`config.mk`:
```
export PLATFORM = sky130hd
export DESIGN_NAME = dct_scheduler
export DESIGN_NICKNAME = d
export VERILOG_FILES = /design/src/rtl/dct_pkg.sv /design/src/rtl/idx_counter_2d.sv /design/src/rtl/dct_scheduler.sv
export SDC_FILE = /design/constraint.sdc
export NUM_CORES = 1
export LEC_CHECK = 0
export CORE_AREA = 2 2 50 52
export DETAILED_ROUTE_END_ITERATION = 12
export DIE_AREA = 0 0 52 54
export PLACE_DENSITY = 0.79
export SLEW_MARGIN = 20
export SYNTH_ARGS = -nofsm -noshare
export SYNTH_HDL_FRONTEND = slang
export SYNTH_SLANG_ARGS = --single-unit
export TNS_END_PERCENT = 50
```
`constraint.sdc`:
```
create_clock -name i_clk -period 2.1 [get_ports i_clk]
set_input_delay 0.42 -clock i_clk [delete_from_list [all_inputs] [get_ports i_clk]]
set_output_delay 0.42 -clock i_clk [all_outputs]
set_load 0.01 [all_outputs]
```
`src/rtl/dct_pkg.sv`:
```
// Shared definitions for the 8x8 DCT scheduler.
//   DCT_N      : transform dimension (points per row/column)
//   IDX_W      : width of one row/column index
//   WAIT_CNT_W : width of the memory-latency down-counter (WAIT_CYCLES <= 4)
//   state_t    : scheduler FSM encoding
//   pack_idx   : {row, col} -> 6-bit memory address
package dct_pkg;

   localparam int DCT_N      = 8;
   localparam int IDX_W      = 3;
   localparam int ADDR_W     = 2 * IDX_W;
   localparam int WAIT_CNT_W = 2;

   typedef enum logic [2:0] {
      ST_IDLE  = 3'd0,
      ST_CLEAR = 3'd1,
      ST_ISSUE = 3'd2,
      ST_WAIT  = 3'd3,
      ST_ACCUM = 3'd4,
      ST_WRITE = 3'd5,
      ST_DONE  = 3'd6
   } state_t;

   function automatic logic [ADDR_W-1:0] pack_idx(input logic [IDX_W-1:0] row,
                                                  input logic [IDX_W-1:0] col);
      return {row, col};
   endfunction

endpackage

```
`src/rtl/idx_counter_2d.sv`:
```
// Row/column index counter over an DCT_N x DCT_N grid, column fastest.
//   i_clk  : clock
//   i_rst  : synchronous active-high reset
//   i_clr  : synchronous clear to (0,0)
//   i_inc  : advance one position; (7,7) wraps back to (0,0)
//   o_row  : current row index
//   o_col  : current column index
//   o_last : high while the counter sits on (7,7)
module idx_counter_2d
   import dct_pkg::*;
(
   input  logic             i_clk,
   input  logic             i_rst,
   input  logic             i_clr,
   input  logic             i_inc,
   output logic [IDX_W-1:0] o_row,
   output logic [IDX_W-1:0] o_col,
   output logic             o_last
);

   localparam logic [IDX_W-1:0] LAST_IDX = IDX_W'(DCT_N - 1);

   logic [IDX_W-1:0] r_row;
   logic [IDX_W-1:0] r_col;

   // Row overflow at (7,7) wraps naturally to 0, so the last increment of a
   // sweep leaves the counter back at (0,0) without a separate clear.
   always_ff @(posedge i_clk) begin
      if (i_rst || i_clr) begin
         r_row <= '0;
         r_col <= '0;
      end else if (i_inc) begin
         if (r_col == LAST_IDX) begin
            r_col <= '0;
            r_row <= r_row + 1'b1;
         end else begin
            r_col <= r_col + 1'b1;
         end
      end
   end

   assign o_row  = r_row;
   assign o_col  = r_col;
   assign o_last = (r_row == LAST_IDX) && (r_col == LAST_IDX);

endmodule

```
`src/rtl/dct_scheduler.sv`:
```
// Control sequencer for a full 8x8 DCT: for every output point (x,y) it
// clears the MAC, walks all 64 coefficients (u,v) through the input-memory
// read latency, then writes the point with Out_Ready back-pressure.
//   i_clk / i_rst           : clock, synchronous active-high reset
//   i_start                 : level, sampled only in IDLE
//   i_out_ready             : output memory accepts the current write
//   o_busy / o_ready        : not-IDLE flag / one-cycle completion pulse
//   o_u, o_v, o_x, o_y      : cosine ROM indices
//   o_read_enable, o_address: input-memory read strobe and {u,v}
//   o_clear_mac, o_active_mac: MAC control strobes
//   o_write_enable, o_write_address: output-memory write strobe and {x,y}
//
// state | meaning
// IDLE  | waiting for Start, all indices held at 0
// CLEAR | zero the MAC for the current point (x,y)
// ISSUE | read input sample {u,v}
// WAIT  | memory read latency, WAIT_CYCLES cycles
// ACCUM | MAC the returned sample, advance (u,v)
// WRITE | hold the result until Out_Ready, advance (x,y)
// DONE  | one-cycle Ready pulse
module dct_scheduler
   import dct_pkg::*;
#(
   parameter int WAIT_CYCLES = 1
) (
   input  logic              i_clk,
   input  logic              i_rst,
   input  logic              i_start,
   input  logic              i_out_ready,
   output logic              o_busy,
   output logic              o_ready,
   output logic [IDX_W-1:0]  o_u,
   output logic [IDX_W-1:0]  o_v,
   output logic [IDX_W-1:0]  o_x,
   output logic [IDX_W-1:0]  o_y,
   output logic              o_read_enable,
   output logic [ADDR_W-1:0] o_address,
   output logic              o_clear_mac,
   output logic              o_active_mac,
   output logic              o_write_enable,
   output logic [ADDR_W-1:0] o_write_address
);

   localparam logic [WAIT_CNT_W-1:0] WAIT_LOAD = WAIT_CNT_W'(WAIT_CYCLES - 1);

   state_t                r_state;
   state_t                w_next_state;
   logic [WAIT_CNT_W-1:0] r_wait_cnt;
   logic                  w_uv_inc;
   logic                  w_xy_inc;
   logic                  w_uv_last;
   logic                  w_xy_last;
   logic                  w_idle;

   always_ff @(posedge i_clk) begin
      if (i_rst) begin
         r_state <= ST_IDLE;
      end else begin
         r_state <= w_next_state;
      end
   end

   // Loaded in ISSUE so WAIT exits on terminal count after WAIT_CYCLES cycles.
   always_ff @(posedge i_clk) begin
      if (i_rst) begin
         r_wait_cnt <= '0;
      end else if (r_state == ST_ISSUE) begin
         r_wait_cnt <= WAIT_LOAD;
      end else if ((r_state == ST_WAIT) && (r_wait_cnt != '0)) begin
         r_wait_cnt <= r_wait_cnt - 1'b1;
      end
   end

   always_comb begin
      w_next_state = r_state;
      w_uv_inc     = 1'b0;
      w_xy_inc     = 1'b0;
      case (r_state)
         ST_IDLE: begin
            if (i_start) begin
               w_next_state = ST_CLEAR;
            end
         end
         ST_CLEAR: w_next_state = ST_ISSUE;
         ST_ISSUE: w_next_state = ST_WAIT;
         ST_WAIT: begin
            if (r_wait_cnt == '0) begin
               w_next_state = ST_ACCUM;
            end
         end
         ST_ACCUM: begin
            w_uv_inc     = 1'b1;
            w_next_state = w_uv_last ? ST_WRITE : ST_ISSUE;
         end
         ST_WRITE: begin
            if (i_out_ready) begin
               w_xy_inc     = 1'b1;
               w_next_state = w_xy_last ? ST_DONE : ST_CLEAR;
            end
         end
         ST_DONE:  w_next_state = ST_IDLE;
         default:  w_next_state = ST_IDLE;
      endcase
   end

   assign w_idle = (r_state == ST_IDLE);

   idx_counter_2d u_uv_cnt (
      .i_clk  (i_clk),
      .i_rst  (i_rst),
      .i_clr  (w_idle),
      .i_inc  (w_uv_inc),
      .o_row  (o_u),
      .o_col  (o_v),
      .o_last (w_uv_last)
   );

   idx_counter_2d u_xy_cnt (
      .i_clk  (i_clk),
      .i_rst  (i_rst),
      .i_clr  (w_idle),
      .i_inc  (w_xy_inc),
      .o_row  (o_x),
      .o_col  (o_y),
      .o_last (w_xy_last)
   );

   assign o_busy          = !w_idle;
   assign o_ready         = (r_state == ST_DONE);
   assign o_read_enable   = (r_state == ST_ISSUE);
   assign o_clear_mac     = (r_state == ST_CLEAR);
   assign o_active_mac    = (r_state == ST_ACCUM);
   assign o_write_enable  = (r_state == ST_WRITE);
   assign o_address       = pack_idx(o_u, o_v);
   assign o_write_address = pack_idx(o_x, o_y);

endmodule
```
==> flow_summary.json, run 1 <==
{
  "outcome": "finished clean",
  "h-tree-depth": 1,
  "p_per_area_nw_per_um2": 454,
  "async_flop_share_pct": 0,
  "synth_nets": 137,
  "min_path_type": "reg -> reg",
  "grt_pass1_wl_um": 3270,
  "grt_max_degree": 13,
  "synth_area_leaders": "dfxtp_1 33%, ha_1 11%, buf_4 9.5%",
  "tightest_slew_ns": 0.438,
  "dieArea_um2": 2810,
  "ant_nets": 0,
  "reg2reg_from": "u_uv_cnt.o_col[0]",
  "synth_common_cells": "17 x dfxtp_1, 16 x nand2_1, 13 x buf_4, 13 x nor2_1, 10 x a21oi_1",
  "synth-seq-area-share_pct": 33.2,
  "layout-drive-gt1-share_pct": 8.11,
  "cp_slowest_cell": "clkdlybuf4s50_1",
  "p_sw_w": 0.000161,
  "via_per_inst": 5.13,
  "cpPeakStageDelay_ns": 0.54,
  "synth_top_cell_by_area": "dfxtp_1",
  "switching_share_pct": 26.5,
  "worstSkewPairLatency_ns": 0.29,
  "pre_cts_ws_ns": 0.133,
  "ios": 34,
  "synth-seq-cells": 17,
  "crit_type": "reg -> out",
  "clockBufferDepth": 2,
  "io_buffers": 33,
  "clk_pin_slew_worst_paths_ns": 0.10,
  "vias": 914,
  "nets": 162,
  "fin_crit_ns": 2.01,
  "r2r_setup_slack_ns": 0.55,
  "rows": 18,
  "cts.sinks": 17,
  "drt-initial-drc-count": 13,
  "areaGrowthSynthToFinish_pct": 31.0,
  "synth.cell_area_um2": 1020,
  "die_h_um": 54,
  "synth.most_common_cell": "dfxtp_1",
  "path_max_fanout": 11,
  "skew_ns": 0.00267,
  "setup_viol": 0,
  "root_buffer": "clkbuf_4",
  "p_int_w": 0.000449,
  "ys_types": 33,
  "drt_wl_total_um": 2000,
  "antenna_found_initial": 0,
  "crit_path_end_kind": "output pin",
  "layout_worst_path_cycle_share_pct": 95.8,
  "cts_tree": "done",
  "slew_viol_final": 0,
  "seq_power_share_pct": 54.9,
  "syn_area_per_cell_um2": 8.26,
  "drc": 0,
  "rsz0062_at_grt": "no",
  "avgRoutedWirePerCell_um": 11.2,
  "gr-total-overflow": 0,
  "dp.cells": 174,
  "min_from": "r_wait_cnt[0]",
  "min_delay_path_depth": 1,
  "first_global_vias": 789,
  "p_leak_nw": 0.530,
  "fin_ws_ns": 0.0886,
  "drt_pass1_iterations": 4,
  "ys_warn_count": 0,
  "combPwrFrac_pct": 16.3,
  "max_freq_mhz": 497,
  "fill_cells": 223,
  "start_kind": "register",
  "gp_congestion": 0.831,
  "fin_util_pct": 57.9,
  "dp_hpwl_um": 1550,
  "slew_headroom_pct": 70.8,
  "max_cap_viol_count": 0,
  "crit_chain": "buf_4 > and3b_1 > clkdlybuf4s50_1",
  "hold_violations": 0,
  "r2r_end": "r_state[0]",
  "grtUsageTotal_pct": 15.6,
  "arrival_ns": 1.59,
  "stdcell_count": 178,
  "ir_drop_mv": 0.292,
  "setup_tns_ns": 0,
  "min_to": "r_wait_cnt[0]",
  "synth_edf_count": 0,
  "core-area_um2": 2320,
  "numCtsBuffers": 3,
  "clkPwrFrac_pct": 28.8,
  "diodes": 0,
  "yosysTopAreaCellShare_pct": 33.2,
  "required_ns": 1.68,
  "synthFlopType": "dfxtp_1",
  "synth_cells": 124,
  "reg2reg_depth": 6,
  "initial_core_util_pct": 44.2,
  "die_w_um": 52
}
cell families after synthesis:
family	share of synthesized area, %
AND/OR/NAND/NOR	24.9
AO/OA/AOI/OAI	13.4
buffers and inverters	12.9
flip-flops	33.2
adder cells (fa/ha/maj)	11.0
XOR/XNOR	2.56
multiplexers	1.95
per-stage QoR:
| step | power [W] | hold slack (ns) | area [µm²] |
|---|---|---|---|
| after global routing | 0.000640 | 0.515 | 1340 |
| after global placement | 0.000443 | 0.452 | 1310 |
| after CTS | 0.000623 | 0.500 | 1340 |
| final | 0.000610 | 0.496 | 1340 |
| after floorplan | 0.000401 | 0.432 | 1020 |
| after detailed placement | 0.000444 | 0.485 | 1310 |
how the worst max path moves through the flow:
stage	from	to	slack [ns]	cells after the start
global placement	r_state[2]	o_active_mac	0.19	3
CTS	r_state[0]	o_write_enable	0.03	3
floorplan	u_uv_cnt.o_col[0]	r_state[0]	0.64	6
global route	r_state[0]	o_write_enable	0.04	3
detailed placement	r_state[2]	o_active_mac	0.13	3
finish	r_state[0]	o_write_enable	0.09	3
worst max-delay path: cells and delay by family, from the launching register on:
family / cells / cell delay [ns]
buf+inv: 2 / 0.70
simple gates: 1 / 0.19
flops: 1 / 0.41
sequential cells by signal (all words and copies together), names as in the netlist:
register,cells
r_state,3
r_wait_cnt,2
u_uv_cnt.o_col,3
u_uv_cnt.o_row,3
u_xy_cnt.o_col,3
u_xy_cnt.o_row,3
power groups by stage:
stage               Combinational, W  Clock [W]  Sequential, W
CTS                         0.000100   0.000188       0.000335
global placement            0.000101          0       0.000342
floorplan                  0.0000622          0       0.000338
detailed placement          0.000101          0       0.000342
global route                0.000109   0.000195       0.000336
finish                     0.0000996   0.000176       0.000335
metal layers:
metal  share of wire (%)  up-vias  global-route usage, %
met1                  45      428                   19.3
met4                 2.2        0                   8.33
li1                    -      461                      -
met5                   0        -                      0
met2                  49       20                   26.2
met3                 3.7        5                   2.50
timing repair:
action / CTS / global route
endpoints found under the setup margin: 3 / 1
hold buffers: 0 / 0
buffers inserted: 0 / 0
gates cloned: 0 / 0
gates resized for setup: 6 / 1
cell usage in the layout (no fill, tap or decap), types with 2 or more instances in the layout:
cell type	instances
nand2_1	16
nor2_1	13
a21oi_1	10
nor3b_1	2
o21ai_0	2
inv_1	2
dfxtp_4	2
buf_4	5
ha_1	9
clkdlybuf4s50_1	31
nand3_1	4
nand2b_1	3
mux2i_1	2
dfxtp_1	15
clkbuf_4	3
and3b_1	2
o31ai_1	3
xor2_1	2
dlygate4sd2_1	2
nand3b_1	2
or3_1	3
final cells by class:
type                       instances  area [µm²]  area share (%)
tap                               30        37.5            2.80
multi-input combinational         86         554            41.3
inverter                           3        11.3           0.839
clock buffer                       4        26.3            1.96
timing repair buffer              38         365            27.2
sequential                        17         348            25.9
Power figures use the tool's default switching activity.
==> run 2, diff against run 1 <==
--- a/config.mk
+++ b/config.mk
@@ -5,10 +5,10 @@
 export SDC_FILE = /design/constraint.sdc
 export NUM_CORES = 1
 export LEC_CHECK = 0
-export CORE_AREA = 2 2 50 52
+export CORE_AREA = 2 2 48 50
 export DETAILED_ROUTE_END_ITERATION = 12
-export DIE_AREA = 0 0 52 54
-export PLACE_DENSITY = 0.79
+export DIE_AREA = 0 0 50 52
+export DONT_BUFFER_PORTS = 1
 export SLEW_MARGIN = 20
 export SYNTH_ARGS = -nofsm -noshare
 export SYNTH_HDL_FRONTEND = slang
==> run 2 against run 1 <==
Final area fell by 28%; fmax increased by 7.3%; power shrank 5.8%; register-to-register slack worse by 0.21 ns; critical path depth shrank 1; final cell count fell by 22%; largest cell class unchanged.
==> flow_summary.json, run 2 (synthesis gave the netlist of run 1 again) <==
{
  "crit_type": "reg -> out",
  "fin_util_pct": 45.9,
  "path_max_fanout": 17,
  "avgRoutedWirePerCell_um": 12.8,
  "slew_viol_final": 0,
  "cts.sinks": 17,
  "p_leak_nw": 0.381,
  "skew_ns": 0.00478,
  "hold_slack_ns": 0.183,
  "first_global_vias": 667,
  "vias": 756,
  "max_freq_mhz": 533,
  "die_w_um": 50,
  "cp_slowest_cell": "or3b_1",
  "final_common_cell": "dfxtp_1",
  "clockBufferDepth": 2,
  "numCtsBuffers": 3,
  "areaGrowthSynthToFinish_pct": -5.74,
  "drt_pass1_iterations": 4,
  "h-tree-depth": 1,
  "arrival_ns": 1.45,
  "core-area_um2": 2110,
  "gp_congestion": 0.772,
  "dp.cells": 134,
  "layout-drive-gt1-share_pct": 4.55,
  "drc": 0,
  "power_w": 0.000575,
  "layout_worst_path_cycle_share_pct": 89.3,
  "drt-initial-drc-count": 12,
  "cpPeakStageDelay_ns": 0.51,
  "rows": 17,
  "via_per_inst": 5.48,
  "cts_setup_buffers": 0,
  "nets": 124,
  "fin_crit_ns": 1.87,
  "worstSkewPairLatency_ns": 0.29,
  "setup_viol": 0,
  "gr-total-overflow": 0,
  "outcome": "finished clean",
  "io_buffers": 0,
  "crit_chain": "or3b_1 > inv_2",
  "grt_max_degree": 18,
  "dp_hpwl_um": 1250,
  "hold_violations": 0,
  "stdcell_count": 138,
  "layout_common_cells": "17 x dfxtp_1, 16 x nand2_1, 13 x nor2_1, 10 x a21oi_1, 9 x ha_1",
  "clk_pin_slew_worst_paths_ns": 0.10,
  "cts.repair.resized": 0,
  "drt_wl_total_um": 1770,
  "setup_tns_ns": 0,
  "start_kind": "register",
  "ant_nets": 0,
  "p_per_area_nw_per_um2": 595,
  "ir_drop_mv": 0.461,
  "slew_headroom_pct": 67.3,
  "cts_tree": "done",
  "cts_hold_repair.buffers": 0,
  "ios": 34,
  "diodes": 0,
  "crit_path_end_kind": "output pin",
  "r2r_setup_slack_ns": 0.34,
  "grt_pass1_wl_um": 3040,
  "required_ns": 1.68,
  "grtUsageTotal_pct": 15.3,
  "min_path_type": "in -> reg",
  "root_buffer": "clkbuf_4",
  "max_cap_viol_count": 0,
  "tightest_slew_ns": 0.490,
  "die_h_um": 52,
  "initial_core_util_pct": 48.7,
  "antenna_found_initial": 0,
  "dieArea_um2": 2600,
  "rsz0062_at_grt": "no"
}
## run 2: changes by cell type in the layout (fill, tap and decap cells not counted), sizes merged
cell | previous run | this run
dlygate4sd2 | 2 | 0
clkinv | 0 | 1
clkbuf | 4 | 3
clkdlybuf4s50 | 31 | 0
buf | 5 | 0
## run 2: cell type report
type                            count  area, µm²
Clock inverter                      1       5.00
Inverter                            3       11.3
Fill cell                         213       1140
Multi-Input combinational cell     86        552
Sequential cell                    17        340
Tap cell                           28       35.0
Clock buffer                        3       22.5
## run 2: critical path: cells and delay by family, from the launching register on
kind,cells,cell delay (ns)
simple gates,1,0.51
flops,1,0.47
buf+inv,1,0.18
## run 2: metal layers
metal	GRT usage [%]	routed length, µm	vias up	part of all wire [%]
met1	19.2	822	345	46
met3	7.18	107	4	6.1
met2	23.9	824	20	47
li1	-	-	387	-
met5	0	0	-	0
met4	2.78	14	0	0.79
## run 2: final timing paths
| kind | startpoint | end | cells after the start |
|---|---|---|---|
| worst max-delay path | r_state[0] | o_active_mac | 2 |
| worst min-delay path | i_rst | r_wait_cnt[1] | 1 |
| worst max register to register | r_state[0] | u_xy_cnt.o_col[0] | 4 |
| worst min register to register | r_wait_cnt[0] | r_wait_cnt[0] | 1 |
## run 2: where the power goes
part / switching (W) / internal, W / total [W]
sequential: 0.0000167 / 0.000327 / 0.000344
combinational: 0.0000348 / 0.0000227 / 0.0000575
clock: 0.000103 / 0.0000708 / 0.000173
total: 0.000154 / 0.000421 / 0.000575
## run 2: metrics by stage
step	setup WS [ns]	area, µm²
after floorplan	0.636	1020
after global placement	0.368	938
after detailed placement	0.359	938
after CTS	0.210	966
after global routing	0.123	966
final	0.225	966
